File: src/rtl/ifu_prefetch.sv
// Instruction fetch unit: issues word fetches, buffers responses in a DEPTH-entry FIFO, flushes on redirect.
// Optional performance counters are enabled by defining IFU_PERF_EN.
module ifu_prefetch #(
    parameter int XLEN = 32,
    parameter int DEPTH = 4,
    parameter logic [XLEN-1:0] RESET_PC = '0
) (
    input  logic            clk,
    input  logic            reset,
    output logic            imem_req_valid,
    input  logic            imem_req_ready,
    output logic [XLEN-1:0] imem_req_addr,
    input  logic            imem_rsp_valid,
    input  logic [31:0]     imem_rsp_data,
    input  logic            redirect_valid,
    input  logic [XLEN-1:0] redirect_pc,
    output logic            inst_valid,
    input  logic            inst_ready,
    output logic [31:0]     inst_data,
    output logic [XLEN-1:0] inst_pc
`ifdef IFU_PERF_EN
    ,
    output logic [31:0]     perf_fetched,
    output logic [31:0]     perf_flushed,
    output logic [31:0]     perf_stall
`endif
);

    localparam int AW = $clog2(DEPTH);
    localparam int CW = AW + 1;
    localparam logic [XLEN-1:0] PC_STEP = XLEN'(4);
    localparam logic [XLEN-1:0] ALIGN_MASK = ~XLEN'(3);

    logic [XLEN-1:0] fetch_pc_reg, fetch_pc_next;
    logic [XLEN-1:0] rsp_pc_reg, rsp_pc_next;
    logic [CW-1:0]   count_reg, count_next;
    logic [CW-1:0]   live_reg, live_next;
    logic [CW-1:0]   drop_reg, drop_next;
    logic [AW-1:0]   rd_ptr_reg, rd_ptr_next;
    logic [AW-1:0]   wr_ptr_reg, wr_ptr_next;

    logic [31:0]     data_mem [DEPTH];
    logic [XLEN-1:0] pc_mem [DEPTH];

    logic credit_ok;
    logic accept;
    logic rsp_drop;
    logic rsp_live;
    logic push;
    logic pop;
    logic [XLEN-1:0] redirect_aligned;

    always_comb begin
        // Buffered plus in-flight live requests must fit in the FIFO; flushed ones cost nothing.
        credit_ok        = ({1'b0, count_reg} + {1'b0, live_reg}) < (CW+1)'(DEPTH);
        imem_req_valid   = !reset && !redirect_valid && credit_ok;
        imem_req_addr    = fetch_pc_reg;
        accept           = imem_req_valid && imem_req_ready;
        rsp_drop         = imem_rsp_valid && (drop_reg != '0);
        rsp_live         = imem_rsp_valid && (drop_reg == '0) && (live_reg != '0);
        inst_valid       = (count_reg != '0);
        pop              = inst_valid && inst_ready && !redirect_valid;
        push             = rsp_live && !redirect_valid;
        redirect_aligned = redirect_pc & ALIGN_MASK;
        inst_data        = inst_valid ? data_mem[rd_ptr_reg] : '0;
        inst_pc          = inst_valid ? pc_mem[rd_ptr_reg] : '0;
    end

    always_comb begin
        fetch_pc_next = fetch_pc_reg;
        rsp_pc_next   = rsp_pc_reg;
        count_next    = count_reg;
        live_next     = live_reg;
        drop_next     = drop_reg;
        rd_ptr_next   = rd_ptr_reg;
        wr_ptr_next   = wr_ptr_reg;
        if (redirect_valid) begin
            // A response landing now settles against the pre-redirect live/drop totals.
            fetch_pc_next = redirect_aligned;
            rsp_pc_next   = redirect_aligned;
            count_next    = '0;
            rd_ptr_next   = '0;
            wr_ptr_next   = '0;
            live_next     = '0;
            drop_next     = drop_reg + live_reg - CW'(rsp_drop || rsp_live);
        end else begin
            if (accept) begin
                fetch_pc_next = fetch_pc_reg + PC_STEP;
            end
            if (push) begin
                rsp_pc_next = rsp_pc_reg + PC_STEP;
                wr_ptr_next = wr_ptr_reg + AW'(1);
            end
            if (pop) begin
                rd_ptr_next = rd_ptr_reg + AW'(1);
            end
            live_next  = live_reg + CW'(accept) - CW'(rsp_live);
            drop_next  = drop_reg - CW'(rsp_drop);
            count_next = count_reg + CW'(push) - CW'(pop);
        end
    end

    always_ff @(posedge clk or posedge reset) begin
        if (reset) begin
            fetch_pc_reg <= RESET_PC;
            rsp_pc_reg   <= RESET_PC;
            count_reg    <= '0;
            live_reg     <= '0;
            drop_reg     <= '0;
            rd_ptr_reg   <= '0;
            wr_ptr_reg   <= '0;
        end else begin
            fetch_pc_reg <= fetch_pc_next;
            rsp_pc_reg   <= rsp_pc_next;
            count_reg    <= count_next;
            live_reg     <= live_next;
            drop_reg     <= drop_next;
            rd_ptr_reg   <= rd_ptr_next;
            wr_ptr_reg   <= wr_ptr_next;
        end
    end

    // Storage is never read while empty, so it needs no reset.
    always_ff @(posedge clk) begin
        if (push) begin
            data_mem[wr_ptr_reg] <= imem_rsp_data;
            pc_mem[wr_ptr_reg]   <= rsp_pc_reg;
        end
    end

`ifdef IFU_PERF_EN
    logic [31:0] perf_fetched_reg;
    logic [31:0] perf_flushed_reg;
    logic [31:0] perf_stall_reg;
    logic [31:0] flush_inc;

    always_comb begin
        // Flushed = buffered entries at redirect plus every response thrown away.
        flush_inc = (redirect_valid ? 32'(count_reg) : 32'd0)
                  + 32'(rsp_drop || (redirect_valid && rsp_live));
    end

    always_ff @(posedge clk or posedge reset) begin
        if (reset) begin
            perf_fetched_reg <= '0;
            perf_flushed_reg <= '0;
            perf_stall_reg   <= '0;
        end else begin
            perf_fetched_reg <= perf_fetched_reg + 32'(pop);
            perf_flushed_reg <= perf_flushed_reg + flush_inc;
            perf_stall_reg   <= perf_stall_reg + 32'(inst_ready && !inst_valid);
        end
    end

    assign perf_fetched = perf_fetched_reg;
    assign perf_flushed = perf_flushed_reg;
    assign perf_stall   = perf_stall_reg;
`endif

endmodule
File: config.mk
export PLATFORM = sky130hd
export DESIGN_NAME = ifu_prefetch
export DESIGN_NICKNAME = d
export VERILOG_FILES = /design/src/rtl/ifu_prefetch.sv
export SDC_FILE = /design/constraint.sdc
export NUM_CORES = 1
export LEC_CHECK = 0
export CAP_MARGIN = 25
export CORE_MARGIN = 3
export CORE_UTILIZATION = 30
export DETAILED_ROUTE_END_ITERATION = 8
export GPL_ROUTABILITY_DRIVEN = 0
export MAX_ROUTING_LAYER = met4
export SLEW_MARGIN = 20
export SYNTH_ARGS = -nofsm -noshare
export SYNTH_HDL_FRONTEND = slang
export SYNTH_SLANG_ARGS = --single-unit
File: constraint.sdc
create_clock -name clk -period 4.4 [get_ports clk]
set_input_delay 0.44 -clock clk [delete_from_list [all_inputs] [get_ports clk]]
set_output_delay 0.44 -clock clk [all_outputs]
set_load 0.03 [all_outputs]
==> summary.md, run 1 <==
| Metric | Value |
|---|---|
| Outcome | `finished clean` |
| Global-route wire length before repair | `48,400 um` |
| Worst-Skew Late Latency | `~530 ps` |
| CP startpoint kind | `flip-flop` |
| Biggest register | `data_mem` |
| Crit path time final | `around 3500 ps` |
| Routed len/inst | `roughly 19 um` |
| Power, Total | `around 8800 uW` |
| Mapped Area | `approximately 0.014 mm^2` |
| Setup crit end kind | `output pin` |
| Critical Path Stages | `4` |
| Core region area | `0.0445 mm^2` |
| Initial antenna violation count | `0` |
| Post-synth EDFFs | `between 200 and 250` |
| CTS tree | `built` |
| CP top delay family | `buffers and inverters` |
| Worst relative slew slack | `0.433` |
| RSZ-0062 raised after global routing | `false` |
| Async S/R FF share, synth | `0.227` |
| Hold path start | `redirect_valid` |
| Ys flop type | `edfxtp_1` |
| Sequential cell area | `0.00928 mm^2` |
| Max Fclk | `~0.29 GHz` |
| Sequential area share after synthesis | `0.683` |
| Largest regs | `data_mem: 128 flops, pc_mem: 120 flops` |
| Max-cap viol count | `0` |
| Register bit count reported by yosys | `around 320` |
| Average vias per placed instance | `approximately 4.8` |
| Hold Path Depth | `2` |
| Num CTS Buffers | `36` |
| Total die area | `0.0479 mm^2` |
| Antenna diode count | `0` |
| Total global-route track usage | `0.136` |
| Number of cells upsized or downsized after cts | `0` |
| WP buf/inv | `2` |
| Layout cells sized above 1 | `0.146` |
| WP data required | `just under 4000 ps` |
| Final Hold Fails | `0` |
| Power per Cell Area | `between 500 and 600 mW/mm^2` |
| Total number of yosys warnings | `0` |
| CP Max Fanout | `29` |
| Vias in the first global route | `~8,000` |
| Final #Nets | `between 1,000 and 1,500` |
| Drt first pass iters | `5` |
| Worst hold path class | `in -> reg` |
| Setup Viol. Count Final | `0` |
| Final global-route overflow total | `0` |
| Root buf cell | `clkbuf_16` |
| Drc violations | `0` |
| # IOs | `168` |
| Filler instances | `approximately 4,200` |
| Final Slew Violations | `0` |
| Syn avg cell area | `roughly 16 um^2` |
| Setup Buffers After CTS | `0` |
| Antenna Violating Nets Remaining | `0` |
| R2R depth | `11` |
| HPWL Detailed | `about 20,000 um` |
| Maximum clock path buffer count | `3` |
| Static Leak | `around 0.0057 uW` |
| Vias | `~7,800` |
| Setup TNS | `0 ps` |
| Initial core utilization | `0.305` |
| Arr. time, crit path | `3020 ps` |
| Worst slew pin tran | `approximately 850 ps` |
| VDD IR max | `0.252 mV` |
| Max FFs per register | `128` |
| Port-buffer cells | `161` |
| Std cell rows | `just under 80` |
| Crit path cell chain | `buf_12, mux4_2, and2_1, clkdlybuf4s50_1` |
| Area of the multi-input gates | `roughly 0.0041 mm^2` |
| DR iter-0 viols | `between 500 and 600` |
| Fin util | `0.384` |
| Library cells used by synthesis | `between 40 and 50` |
| H-Tree Depth | `2` |
| Worst-path clk slew | `around 60 ps` |
| Clock Skew | `between 20 and 25 ps` |
| RR Startpoint | `live_reg[2]$_DFF_PP0_` |
| Cts hold-fix bufs | `0` |
| Final period utilization | `0.787` |
| CP max-delay cell | `dfrtp_4` |
| Critical Path Source | `rd_ptr_reg[0]$_DFFE_PP0P_` |
| Gate Count Post-Synth | `between 800 and 900` |
| Area grow syn2layout | `25.7%` |
| Largest net degree at the start of global routing | `between 60 and 70` |
| Detailed Route WL | `a little over 30,000 um` |
| DIE WIDTH | `between 200 and 250 um` |
| CTS sink cnt | `approximately 320` |
| WS Path Type | `reg -> out` |
| Critical Path Max Stage Delay | `about 800 ps` |
| Die height | `between 200 and 250 um` |
## Yosys cell counts, types with 9 or more instances
master	n	area (um^2)
edfxtp_1	248	7450
clkbuf_1	25	93.8
nand3_1	30	150
nor3_1	9	45.0
o21ai_0	35	175
nand4_1	27	169
nor2_1	23	86.3
buf_2	9	45.0
xor2_1	28	245
mux4_2	62	1400
xnor2_1	15	131
inv_1	24	90.1
dfrtp_1	73	1830
and2_1	73	457
nand2_1	58	218
ha_1	17	213
o211ai_1	15	113
## cell type report
cell class / instances / area share
flip-flops and latches: 321 / 0.543
repair buffers: 178 / 0.105
clock buffers: 46 / 0.0580
well taps: 592 / 0.0434
clock inverters: 18 / 0.00711
inverters: 25 / 0.00550
multi-input cells: 468 / 0.237
## cell usage in the layout, fill, tap and decap left out, types with 8 or more instances in the layout
cell type        netlist  final
buf_4                  4     12
nand2_1               58     58
nand4_1               27     27
edfxtp_1             248    248
clkdlybuf4s50_1        0    160
clkbuf_16              0     37
xor2_1                28     28
ha_1                  17     17
dfrtp_1               73     71
and2_1                73     69
inv_1                 24     23
o311ai_0               8      8
mux4_2                62     62
a21oi_1                8      8
clkinv_1               0      8
o211ai_1              15     15
nor2_1                23     23
o21ai_0               35     35
and3_1                 8      8
mux2_2                 8      8
nor3_1                 9      9
nand3_1               30     30
xnor2_1               15     15
## worst paths after layout
path                                              endpoint  slack [ps]
worst max-delay path                         inst_data[26]         940
worst min-delay path                 live_reg[1]$_DFF_PP0_         240
worst max register to register       live_reg[2]$_DFF_PP0_        1460
worst min register to register       drop_reg[2]$_DFF_PP0_         480
max in group asynchronous       rsp_pc_reg[25]$_DFFE_PP0N_        2980
min in group asynchronous           count_reg[0]$_DFF_PP0_         440
## stage by stage
stage / instances / setup slack, ps / hold WS, ps / cell area, um^2
after floorplan: 854 / 1320 / 439 / 13600
after global placement: 1584 / 1140 / 460 / 16000
after detailed placement: 1584 / 1170 / 459 / 16000
after CTS: 1648 / 792 / 206 / 17100
after global routing: 1648 / 716 / 245 / 17100
final: 1648 / 939 / 237 / 17100
## cells by family after synthesis
| family | share of synthesized area |
|---|---|
| compound gates | 0.0377 |
| xor+xnor | 0.0277 |
| fa+ha+maj | 0.0201 |
| buf+inv | 0.0199 |
| flops | 0.683 |
| mux | 0.111 |
| other cells | 0.000276 |
| simple gates | 0.101 |
## per-layer routing
metal	part of all wire	track usage	up-vias
met4	0.018	0.0367	0
met3	0.056	0.0268	36
met1	0.46	0.184	3936
met5	0	-	-
li1	-	-	3624
met2	0.47	0.210	249
## power by group
group | internal (uW) | switching [uW] | leakage, uW
clock network | 1650 | 1160 | 0.000541
registers | 3390 | 197 | 0.00312
logic | 1080 | 1330 | 0.00205
Note: power is estimated with default switching activity, not from simulation.
==> run 2: changes to the inputs <==
Clock period 4.4 ns to 3.1 ns, I/O delays scaled along.
==> run 2 against run 1 <==
Global-route usage is 0.074 points lower. Routed wire length up 0.31%. First-iteration DRC count is 7.5% higher. Critical endpoint is now inst_pc[25]. Total power increased by 43%. Worst hold slack got worse by 96 ps. Utilization increased by 0.36 points. Critical path type unchanged. Clock skew decreased by 12 ps. Design area rose by 0.94%. Critical path depth did not move. Sequential cell count stayed put. Register-to-register slack got worse by 1100 ps. Sequential power grew 40%.
==> summary.md, run 2 (same netlist as run 1, synthesis figures left out) <==
| Metric | Value |
|---|---|
| Final Slew Violations | `0` |
| Sw frac | `0.308` |
| Non-filler cells, final | `1,660` |
| Static Leak | `slightly below 0.006 uW` |
| Finished Cell Area | `roughly 0.017 mm^2` |
| CP max-delay cell | `clkdlybuf4s50_1` |
| Final #Nets | `1,130` |
| Antenna diode count | `0` |
| Clock power frac | `0.315` |
| WP buf/inv | `2` |
| Hold path start | `redirect_valid` |
| Fin util | `0.387` |
| Detailed Route WL | `31,200 um` |
| Area grow syn2layout | `26.9%` |
| CTS tree | `built` |
| Int Power | `8740 uW` |
| WS Path Type | `reg -> out` |
| Drc violations | `0` |
| Average vias per placed instance | `about 4.8` |
| Worst slew pin tran | `~780 ps` |
| Vias | `about 8,000` |
| Final global-route overflow total | `0` |
| Drt first pass iters | `5` |
| HPWL Detailed | `a little under 20,000 um` |
| Most common cell after layout, fill and taps aside | `edfxtp_1` |
| CP startpoint kind | `flip-flop` |
| Commonest cells after routing, fill and taps aside | `248 x edfxtp_1, 157 x clkdlybuf4s50_1, 71 x dfrtp_1` |
| Total die area | `approximately 0.048 mm^2` |
| Core region area | `0.0445 mm^2` |
| Max Fclk | `approximately 0.34 GHz` |
| Filler instances | `roughly 4,200` |
| DR iter-0 viols | `556` |
| R2r setup slk | `380 ps` |
| Clock Skew | `around 8.7 ps` |
| CP top delay family | `buffers and inverters` |
| Sequential cell area | `just over 0.009 mm^2` |
| Num CTS Buffers | `36` |
| Worst reg2reg path endpoint | `live_reg[2]$_DFF_PP0_` |
| Critical Path Max Stage Delay | `580 ps` |
| H-Tree Depth | `2` |
| Routed len/inst | `~19 um` |
| Setup crit end kind | `output pin` |
| Placed inst area | `0.0160 mm^2` |
| Sequential share of power | `0.399` |
| Maximum clock path buffer count | `3` |
| RR Startpoint | `live_reg[2]$_DFF_PP0_` |
| Logic gate share of total power | `0.287` |
| Outcome | `finished clean` |
| Max-cap viol count | `0` |
| Antenna Violating Nets Remaining | `0` |
| Worst-path clk slew | `around 60 ps` |
| Setup TNS | `0 ps` |
| Final Hold Fails | `0` |
| Max FFs per register | `128` |
| Layout cells sized above 1 | `0.154` |
| Area of the multi-input gates | `just over 0.004 mm^2` |
| Largest net degree at the start of global routing | `around 70` |
| Biggest register | `data_mem` |
| Worst Hold Endpoint | `rd_ptr_reg[0]$_DFFE_PP0P_` |
| Global-route wire length before repair | `between 40,000 and 50,000 um` |
| R2R depth | `11` |
| Largest regs | `data_mem: 128 flops, pc_mem: 120 flops` |
| Worst relative slew slack | `0.474` |
| Port-buffer cells | `about 160` |
| Die height | `219 um` |
| Root buf cell | `clkbuf_16` |
| Hold Path Depth | `2` |
| Setup Viol. Count Final | `0` |
| Vias in the first global route | `a little over 8,000` |
| VDD IR max | `around 0.38 mV` |
| Placed cell count | `between 1,500 and 2,000` |
| Crit path time final | `2980 ps` |
| Switch Pwr | `roughly 3900 uW` |
| Arr. time, crit path | `between 2000 and 3000 ps` |
| CTS sink cnt | `around 320` |
| Initial antenna violation count | `0` |
| # IOs | `168` |
| Worst hold path class | `in -> reg` |
| RSZ-0062 raised after global routing | `false` |
| CP Max Fanout | `9` |
| Crit path cell chain | `buf_4, mux4_2, and2_1, clkdlybuf4s50_1` |
| Final period utilization | `0.962` |
| Initial core utilization | `0.305` |
| Std cell rows | `just under 80` |
| DIE WIDTH | `~220 um` |
| Worst-Skew Late Latency | `roughly 540 ps` |
| Power per Cell Area | `between 700 and 800 mW/mm^2` |
| WP data required | `2790 ps` |
| Total global-route track usage | `0.135` |
==> run 2: what timing repair did <==
item                       in CTS  in global routing
setup buffers                   2                  0
hold endpoints to repair        3                  0
setup endpoints to repair      43                 15
cloned                          0                  1
resized for setup               1                  3
hold buffers                    1                  0
==> run 2: worst max-delay path by stage <==
stage                               from                       end  slack, ps  cells after the start
3_3_place_gp                       reset     live_reg[2]$_DFF_PP0_        190                     11
3_5_place_dp                       reset     live_reg[2]$_DFF_PP0_        200                     11
4_1_cts        rd_ptr_reg[0]$_DFFE_PP0P_              inst_data[9]          3                      4
6_report       rd_ptr_reg[0]$_DFFE_PP0P_               inst_pc[25]        120                      4
5_1_grt           count_reg[1]$_DFF_PP0_               inst_pc[21]          4                      4
2_1_floorplan      drop_reg[0]$_DFF_PP0_  data_mem[1][0]$_DFFE_PP_         20                      4
==> run 2: layer usage <==
layer | part of all wire | global-route usage | up-vias
met4 | 0.018 | 0.0391 | 0
met2 | 0.47 | 0.210 | 256
li1 | - | - | 3649
met1 | 0.46 | 0.183 | 4043
met3 | 0.052 | 0.0224 | 36
met5 | 0 | - | -
==> run 2: final cells by class <==
| class | instances | area share |
|---|---|---|
| inverter | 25 | 0.00544 |
| clock inverter | 19 | 0.00929 |
| timing repair buffer | 188 | 0.113 |
| tap | 592 | 0.0430 |
| multi-input combinational | 468 | 0.235 |
| clock buffer | 47 | 0.0559 |
| sequential | 321 | 0.538 |
==> run 2: power by group through the flow <==
stage	combinational [uW]	clock (uW)	sequential [uW]
global route	3920	4310	5070
floorplan	2140	0	5120
CTS	3690	4140	5040
finish	3620	3980	5040
global placement	3630	0	5130
detailed placement	3630	0	5140
==> run 2: per-stage QoR <==
| step | total power [uW] | setup slack [ps] | hold WS [ps] |
|---|---|---|---|
| 2_1_floorplan | 7260 | 16.8 | 409 |
| 3_3_place_gp | 8760 | 189 | 465 |
| 3_5_place_dp | 8770 | 204 | 463 |
| 4_1_cts | 12900 | 3.45 | 112 |
| 5_1_grt | 13300 | 4.36 | 145 |
| 6_report | 12600 | 118 | 141 |
==> run 2: worst reg2reg max path, cell delays in order (launching register included) <==
cell and delay (ps):
dfrtp_1 440, ha_1 210, or4_4 530, nor4b_4 290, inv_2 60, ha_1 270
inv_1 60, ha_1 120, inv_1 40, fa_1 370, xnor2_1 160, nor2_1 50
==> run 3: changes to the inputs <==
Settings changed: DONT_BUFFER_PORTS set to 1.
==> run 3 against run 2 <==
Global-route usage up 0.38 points. Largest power group unchanged. Sequential cell count unchanged. Count of clock-buffer cells in the layout is the same. Utilization down 2.0 points. Critical path depth increased by 7. First-iteration DRC count fell by 4.3%. Design area down 5.2%. Fmax is 9.2% higher. Cell count down 6.3%. Total power decreased by 3.5%. Via count decreased by 4.5%.
==> summary.md, run 3 (same netlist as run 1, synthesis figures left out) <==
| Metric | Value |
|---|---|
| Outcome | `finished clean` |
| Crit path cell chain | `ha_1, or4_4, nor4b_4, inv_2, ha_1, inv_1, ha_1, inv_1, fa_1, xnor2_1, nor2_1` |
| Static Leak | `about 0.0055 uW` |
| Final global-route overflow total | `0` |
| CP dominant cell by count | `ha_1` |
| Final Slew Violations | `0` |
| Number of cells upsized or downsized after cts | `0` |
| Port-buffer cells | `0` |
| DR iter-0 viols | `532` |
| Vias in the first global route | `7,910` |
| Initial core utilization | `0.305` |
| CTS tree | `built` |
| Power per Cell Area | `between 700 and 800 mW/mm^2` |
| Antenna Violating Nets Remaining | `0` |
| Arr. time, crit path | `3130 ps` |
| Largest regs | `data_mem: 128 flops, pc_mem: 120 flops` |
| Crit path time final | `2730 ps` |
| Final #Nets | `approximately 1,000` |
| Fin util | `0.367` |
| WP data required | `3500 ps` |
| Total die area | `~0.048 mm^2` |
| HPWL Detailed | `between 20,000 and 25,000 um` |
| Worst relative slew slack | `0.356` |
| Total global-route track usage | `0.139` |
| Average vias per placed instance | `approximately 5` |
| Vias | `7,624` |
| Core region area | `0.0445 mm^2` |
| CP startpoint kind | `flip-flop` |
| Setup TNS | `0 ps` |
| WS Path Type | `reg -> reg` |
| Setup crit end kind | `flip-flop` |
| Commonest cells after routing, fill and taps aside | `248 x edfxtp_1, 71 x dfrtp_1, 69 x and2_1` |
| Area grow syn2layout | `20.3%` |
| Setup Buffers After CTS | `0` |
| H-Tree Depth | `2` |
| Clock Skew | `about 17 ps` |
| Most common cell after layout, fill and taps aside | `edfxtp_1` |
| Max-cap viol count | `0` |
| Max FFs per register | `about 130` |
| Cts hold-fix bufs | `64` |
| Initial antenna violation count | `0` |
| Non-filler cells, final | `between 1,500 and 2,000` |
| Biggest register | `data_mem` |
| Setup Viol. Count Final | `0` |
| Worst hold path class | `in -> reg` |
| Global-route wire length before repair | `a little under 50,000 um` |
| Final period utilization | `0.881` |
| CTS sink cnt | `roughly 320` |
| VDD IR max | `~0.4 mV` |
| Drc violations | `0` |
| Power, Total | `~12,000 uW` |
| Final Hold Fails | `0` |
| Largest net degree at the start of global routing | `between 60 and 70` |
| # IOs | `between 150 and 200` |
| Placed cell count | `approximately 1,400` |
| Drt first pass iters | `4` |
| Max Fclk | `roughly 0.37 GHz` |
| Final hold slack | `between 40 and 50 ps` |
| CP max-delay cell | `or4_4` |
| Root buf cell | `clkbuf_16` |
| DIE WIDTH | `around 220 um` |
| Worst slew pin tran | `around 970 ps` |
| Routed len/inst | `slightly above 20 um` |
| CP Max Fanout | `4` |
| Maximum clock path buffer count | `3` |
| Antenna diode count | `0` |
| Worst-Skew Late Latency | `530 ps` |
| Num CTS Buffers | `36` |
| Die height | `219 um` |
| Detailed Route WL | `32,000 um` |
| Std cell rows | `a little under 80` |
| RSZ-0062 raised after global routing | `false` |
| Worst-path clk slew | `around 60 ps` |
| Critical Path Max Stage Delay | `530 ps` |
| Layout cells sized above 1 | `0.168` |
[run 3: area by class of cell]
cell class | count | area [um^2]
Clock buffer | 47 | 1000
Clock inverter | 15 | 215
Fill cell | 4202 | 28200
Inverter | 25 | 93.8
Multi-Input combinational cell | 468 | 4050
Sequential cell | 321 | 9280
Tap cell | 592 | 741
Timing Repair Buffer | 87 | 956
[run 3: worst paths after layout]
path	cells after the start	slack, ps	start	to
worst max-delay path	11	370	live_reg[2]$_DFF_PP0_	live_reg[2]$_DFF_PP0_
worst min-delay path	3	50	inst_ready	rd_ptr_reg[1]$_DFFE_PP0P_
worst max register to register	11	370	live_reg[2]$_DFF_PP0_	live_reg[2]$_DFF_PP0_
worst min register to register	1	470	drop_reg[2]$_DFF_PP0_	drop_reg[2]$_DFF_PP0_
max in group asynchronous	3	2060	reset	rsp_pc_reg[10]$_DFFE_PP0N_
min in group asynchronous	2	190	reset	drop_reg[1]$_DFF_PP0_
[run 3: report_power, final]
| group | leakage [uW] | total (uW) | switching, uW | internal [uW] |
|---|---|---|---|---|
| clock | 0.000597 | 4380 | 1680 | 2700 |
| sequential | 0.00312 | 5120 | 304 | 4810 |
| combinational | 0.00177 | 2690 | 1810 | 878 |
| total | 0.00549 | 12200 | 3800 | 8390 |
[run 3: routing by layer]
metal,share of wire,wire [um],track usage,vias to the layer above
met5,0,0,-,-
met4,0.019,618,0.0367,0
met3,0.076,2420,0.0355,49
met2,0.48,15300,0.220,262
met1,0.43,13700,0.178,3890
li1,-,-,-,3423
[run 3: critical path: cells and delay by family, from the launching register on]
family | cells | cell delay (ps)
buffers and inverters | 3 | 170
xor gates and xnor gates | 1 | 160
DFF | 1 | 440
and+or+nand+nor | 3 | 870
adders and majority gates | 4 | 980
[run 3: through the flow]
| stage | setup WS (ps) | instance area (um^2) |
|---|---|---|
| 6_report | 369 | 16300 |
| 5_1_grt | 180 | 16300 |
| 4_1_cts | 316 | 16300 |
| 3_5_place_dp | 345 | 14500 |
| 3_3_place_gp | 354 | 14500 |
| 2_1_floorplan | 16.8 | 13600 |
